File: src/rtl/bcd2bin_seq.sv
// Sequential BCD-to-binary converter using reverse double-dabble (shift right, subtract 3).
// One conversion per start request; the result appears BIN_W clocks after the request, with a one-cycle done pulse.
module bcd2bin_seq #(
   parameter int DIGITS = 3,
   parameter int BIN_W  = 10
) (
   input  logic                  i_clk,
   input  logic                  i_rst,
   input  logic                  i_start,
   input  logic [4*DIGITS-1:0]   i_bcd,
   output logic                  o_busy,
   output logic                  o_done,
   output logic                  o_err,
   output logic [BIN_W-1:0]      o_bin
);

   localparam int BCD_W = 4 * DIGITS;
   localparam int CNT_W = $clog2(BIN_W + 1);

   typedef enum logic {
      IDLE,
      BUSY
   } state_t;

   state_t             state_reg,  state_next;
   logic [BCD_W-1:0]   digit_reg,  digit_next;
   logic [BIN_W-1:0]   result_reg, result_next;
   logic [CNT_W-1:0]   count_reg,  count_next;
   logic [BIN_W-1:0]   bin_reg,    bin_next;
   logic               err_reg,    err_next;
   logic               done_reg,   done_next;

   logic [DIGITS-1:0]  digit_bad;
   logic [BCD_W-1:0]   shifted_d;
   logic [BCD_W-1:0]   corrected_d;
   logic [BIN_W-1:0]   shifted_r;

   // The concatenation {D,R} moves right by one; D's LSB becomes R's MSB.
   assign shifted_d = {1'b0, digit_reg[BCD_W-1:1]};
   assign shifted_r = {digit_reg[0], result_reg[BIN_W-1:1]};

   generate
      for (genvar gi = 0; gi < DIGITS; gi++) begin : g_digit
         // A digit code of 1010..1111 is not valid BCD.
         assign digit_bad[gi] = i_bcd[4*gi+3] & (i_bcd[4*gi+2] | i_bcd[4*gi+1]);

         // A post-shift digit of 8 or more carried a "ten" in from above: it must become 5.
         assign corrected_d[4*gi +: 4] = (shifted_d[4*gi +: 4] >= 4'd8)
                                       ? (shifted_d[4*gi +: 4] - 4'd3)
                                       :  shifted_d[4*gi +: 4];
      end
   endgenerate

   always_comb begin
      state_next  = state_reg;
      digit_next  = digit_reg;
      result_next = result_reg;
      count_next  = count_reg;
      bin_next    = bin_reg;
      err_next    = err_reg;
      done_next   = 1'b0;

      case (state_reg)
         IDLE: begin
            if (i_start) begin
               digit_next  = i_bcd;
               result_next = '0;
               count_next  = CNT_W'(BIN_W);
               if (|digit_bad) begin
                  // Malformed input completes immediately without entering BUSY.
                  err_next  = 1'b1;
                  bin_next  = '0;
                  done_next = 1'b1;
               end else begin
                  err_next   = 1'b0;
                  state_next = BUSY;
               end
            end
         end

         BUSY: begin
            digit_next  = corrected_d;
            result_next = shifted_r;
            count_next  = count_reg - CNT_W'(1);
            if (count_reg == CNT_W'(1)) begin
               bin_next   = shifted_r;
               done_next  = 1'b1;
               state_next = IDLE;
            end
         end

         default: begin
            state_next = IDLE;
         end
      endcase
   end

   always_ff @(posedge i_clk) begin
      if (i_rst) begin
         state_reg  <= IDLE;
         digit_reg  <= '0;
         result_reg <= '0;
         count_reg  <= '0;
         bin_reg    <= '0;
         err_reg    <= 1'b0;
         done_reg   <= 1'b0;
      end else begin
         state_reg  <= state_next;
         digit_reg  <= digit_next;
         result_reg <= result_next;
         count_reg  <= count_next;
         bin_reg    <= bin_next;
         err_reg    <= err_next;
         done_reg   <= done_next;
      end
   end

   assign o_busy = (state_reg == BUSY);
   assign o_done = done_reg;
   assign o_err  = err_reg;
   assign o_bin  = bin_reg;

endmodule

File: config.mk
export PLATFORM = sky130hd
export DESIGN_NAME = bcd2bin_seq
export DESIGN_NICKNAME = d
export VERILOG_FILES = /design/src/rtl/bcd2bin_seq.sv
export SDC_FILE = /design/constraint.sdc
export NUM_CORES = 1
export LEC_CHECK = 0
export CAP_MARGIN = 30
export CORE_MARGIN = 5
export CORE_UTILIZATION = 40
export CTS_CLUSTER_DIAMETER = 60
export DETAILED_ROUTE_END_ITERATION = 8
export GPL_ROUTABILITY_DRIVEN = 0
export PLACE_DENSITY_LB_ADDON = 0.3
export SYNTH_ARGS = -nofsm -noshare
export SYNTH_HDL_FRONTEND = slang
export SYNTH_SLANG_ARGS = --single-unit
File: constraint.sdc
create_clock -name i_clk -period 1.28 [get_ports i_clk]
set_clock_uncertainty 0.1 [all_clocks]
set_input_delay 0.192 -clock i_clk [delete_from_list [all_inputs] [get_ports i_clk]]
set_output_delay 0.192 -clock i_clk [all_outputs]
set_load 0.02 [all_outputs]
==> out/results.tsv <==
stage	metric	value	unit
outcome	status	complete, but fails checks	
outcome	violations	setup timing	
worst_setup_path	criticalPathCategory	reg2reg	
global_routing	grt_pass1_vias	1528	
clock_network	cts.sinks	38	
die	initial_core_util	41.45	%
logic_synthesis	synth_area	1658	µm²
logic_synthesis	synth_common_cells	dfxtp_1, nor2_1, a211oi_1, a32o_1, inv_1	
worst_setup_path	cpPeakStageDelay	330	ps
route	viasPerCell	5.539	
logic_synthesis	avgSynthCellArea	10.05	µm²
finish	diodes	0	
sta	relSlewSlack	74.50	%
worst_setup_path	crit_family	simple AND/OR/NAND/NOR gates	
worst_setup_path	timing.rr.end	o_bin[9]$_SDFFE_PP0P_	
clock_network	cts_tree	done	
route	drc	0	
sta	fmax	0.7297	GHz
route	ant_nets	0	
sta	holdWs	364.3	ps
die	core	4000	µm²
logic_synthesis	synth_edf_count	0	
die	die-height	74.38	µm
pwr	p_per_area	1156	nW/µm²
flow_run	cap_violations	0	
logic_synthesis	synth_compound_area_share	23.47	%
min_path	hold_path_startpoint	o_err$_SDFFE_PP0P_	
clock_network	cts_root_buffer	clkbuf_8	
global_routing	grt_pass1_wl	6934	µm
logic_synthesis	ys_seq_elements	38	
global_routing	grt_max_degree	14	
finish	area.growth.synth_to_final	42.72	%
sta	hold_violations	0	
clock_network	cts_buffers	5	
worst_setup_path	r2r_slack	-90	ps
placement	dp_hpwl	3019	µm
logic_synthesis	yosysMostFrequentCell	dfxtp_1	
logic_synthesis	synth_ff_type	dfxtp_1	
placement	dp.cells	258	
logic_synthesis	synthXorXnorAreaFrac	2.113	%
logic_synthesis	synth_cells	165	
worst_setup_path	crit_buf_inv	1	
sta	slew_viol_final	0	
sta	min_period	1370	ps
sta	worst_slew_pin_slew	382.4	ps
die	num_io_pins	28	
worst_setup_path	rr_worst_depth	5	
sta	setup_viol	11	
worst_setup_path	worst_setup_path_start_kind	register	
min_path	worst_hold_path.endpoint	o_err$_SDFFE_PP0P_	
pwr	worst_ir_drop_vdd	0.6622	mV
logic_synthesis	synth_cell_types	34	
clock_network	clk_pin_slew	80	ps
sta	setup_tns	-685.0	ps
route	drtIter0Drc	97	
logic_synthesis	ys.warnings.count	0	
logic_synthesis	synth_nets	186	
route	via_count	1490	
placement	post-place-ws	-431.2	ps
finish	fin_util	59.15	%
logic_synthesis	ys_top_cells_by_area	dfxtp_1, a32o_1, a211oi_1	
logic_synthesis	synth_top_family_by_area	compound AO/OA/AOI/OAI gates	
logic_synthesis	synth_top_area_cell	dfxtp_1	
worst_setup_path	worstPathMaxFanout	5	
sta	layout_setup_ws	-90.34	ps
die	die_area	5532	µm²
worst_setup_path	crit_path_end_kind	register	
worst_setup_path	critical_path_arrival	1450	ps
placement	port_buffers	27	
route	wl_per_cell	16.05	µm
pwr	p_leak	0.0009419	µW
finish	final_layout_size_suffix_gt1_share	30.59	%
sta	fin_crit_sh	107.1	%
finish	fillers	328	
worst_setup_path	required	1360	ps
worst_setup_path	crit_chain	inv_2 > ha_4 > and4bb_4 > nor2_4 > a32o_1	
min_path	holdPathStages	2	
sta	rsz0062_at_grt	true	
finish	nets	239	
finish	largest_reg_flops	12	
die	die_x	74.38	µm
logic_synthesis	yosys.area_share.simple	13.06	%
min_path	hold_class	reg2reg	
logic_synthesis	synth_top_area_share	45.89	%
finish	final_cells	269	
global_routing	gr-usage-all-layers	16.24	%
logic_synthesis	synthArstFlopShare	0	%
route	wirelength	4318	µm
logic_synthesis	synth_mux_area_share	4.906	%
clock_network	clk_path_buf_depth	2	
logic_synthesis	synth-adder-area-share	4.528	%
logic_synthesis	ys_seq_area_share	45.89	%
clock_network	htree_levels	2	
global_routing	grt_overflow_total	0	
worst_setup_path	reg2reg_from	count_reg[1]$_SDFFE_PP0P_	
route	drtPass1Iterations	4	
global_routing	antenna_found_initial	0	
clock_network	insertion_delay	290	ps
die	fp-row-count	23	
worst_setup_path	crit_slowest_cell	dfxtp_2	
[placed cells by master, fill, tap and decap left out, types with 6 or more instances in the layout]
cell             count
a211oi_2             7
a21oi_1              6
a22oi_1              7
a32o_1               9
buf_4               23
clkdlybuf4s15_1      7
clkdlybuf4s50_1     12
dfxtp_1             32
inv_1                7
mux2i_1              7
nand2_1              7
nor2_1              15
[worst max path at each step]
stage                                end  slack [ps]  cells after the start                 startpoint
6_report           o_bin[9]$_SDFFE_PP0P_         -90                      5  count_reg[1]$_SDFFE_PP0P_
5_1_grt            o_bin[6]$_SDFFE_PP0P_        -130                      5  count_reg[1]$_SDFFE_PP0P_
4_1_cts            o_bin[6]$_SDFFE_PP0P_         -90                      5  count_reg[1]$_SDFFE_PP0P_
3_5_place_dp   count_reg[2]$_SDFFE_PP0P_        -430                      6                    i_start
3_3_place_gp       o_bin[3]$_SDFFE_PP0P_        -390                      5                   i_bcd[1]
2_1_floorplan      o_bin[2]$_SDFFE_PP0P_         -20                      4          o_busy$_SDFF_PP0_
[kinds of logic after synthesis]
| group | after synthesis |
|---|---|
| xor gates and xnor gates | 4 |
| adders and majority gates | 6 |
| muxes | 8 |
| and+or+nand+nor | 41 |
| AOI/OAI and AO/OA | 50 |
| DFF | 38 |
| buffers and inverters | 18 |
[tightest hold or removal path: cells and delay by family (launching register included)]
kind             cells  cell delay (ps)
AO/OA/AOI/OAI        1               60
flip-flops           1              310
AND/OR/NAND/NOR      1               50
[report_power, final]
part | leakage, µW | internal, µW | switching [µW] | total (µW)
Clock | 0.0000547 | 581 | 436 | 1020
Sequential | 0.000313 | 1230 | 47.6 | 1280
Combinational | 0.000575 | 227 | 212 | 439
[metrics by stage]
| stage | power [µW] | cell area [µm²] |
|---|---|---|
| 6_report | 2735 | 2366 |
| 4_1_cts | 2724 | 2287 |
| 3_5_place_dp | 1700 | 2152 |
| 5_1_grt | 2852 | 2366 |
| 2_1_floorplan | 1520 | 1682 |
| 3_3_place_gp | 1679 | 2152 |
[cell type report]
| type | count | area [µm²] | share of cell area (%) |
|---|---|---|---|
| multi-input combinational | 110 | 894.6 | 37.81 |
| sequential | 38 | 773.2 | 32.68 |
| timing repair buffer | 55 | 493.0 | 20.84 |
| clock buffer | 5 | 68.82 | 2.909 |
| tap | 50 | 62.56 | 2.644 |
| clock inverter | 3 | 43.79 | 1.851 |
| inverter | 8 | 30.03 | 1.269 |
[per-layer routing]
layer	vias up	track usage, %	share of wire [%]
li1	716	-	-
met1	726	19.06	44
met2	42	28.20	50
met3	6	4.054	4.7
met4	0	6.522	1.0
met5	-	0	0
[repair_timing]
item | in CTS | in global routing
resized for setup | 27 | 29
cloned | 1 | 1
setup buffers | 1 | 0
endpoints found under the setup margin | 42 | 39
hold buffers | 0 | 0
pin swaps | 13 | 8
(Power assumes the default switching activity.)
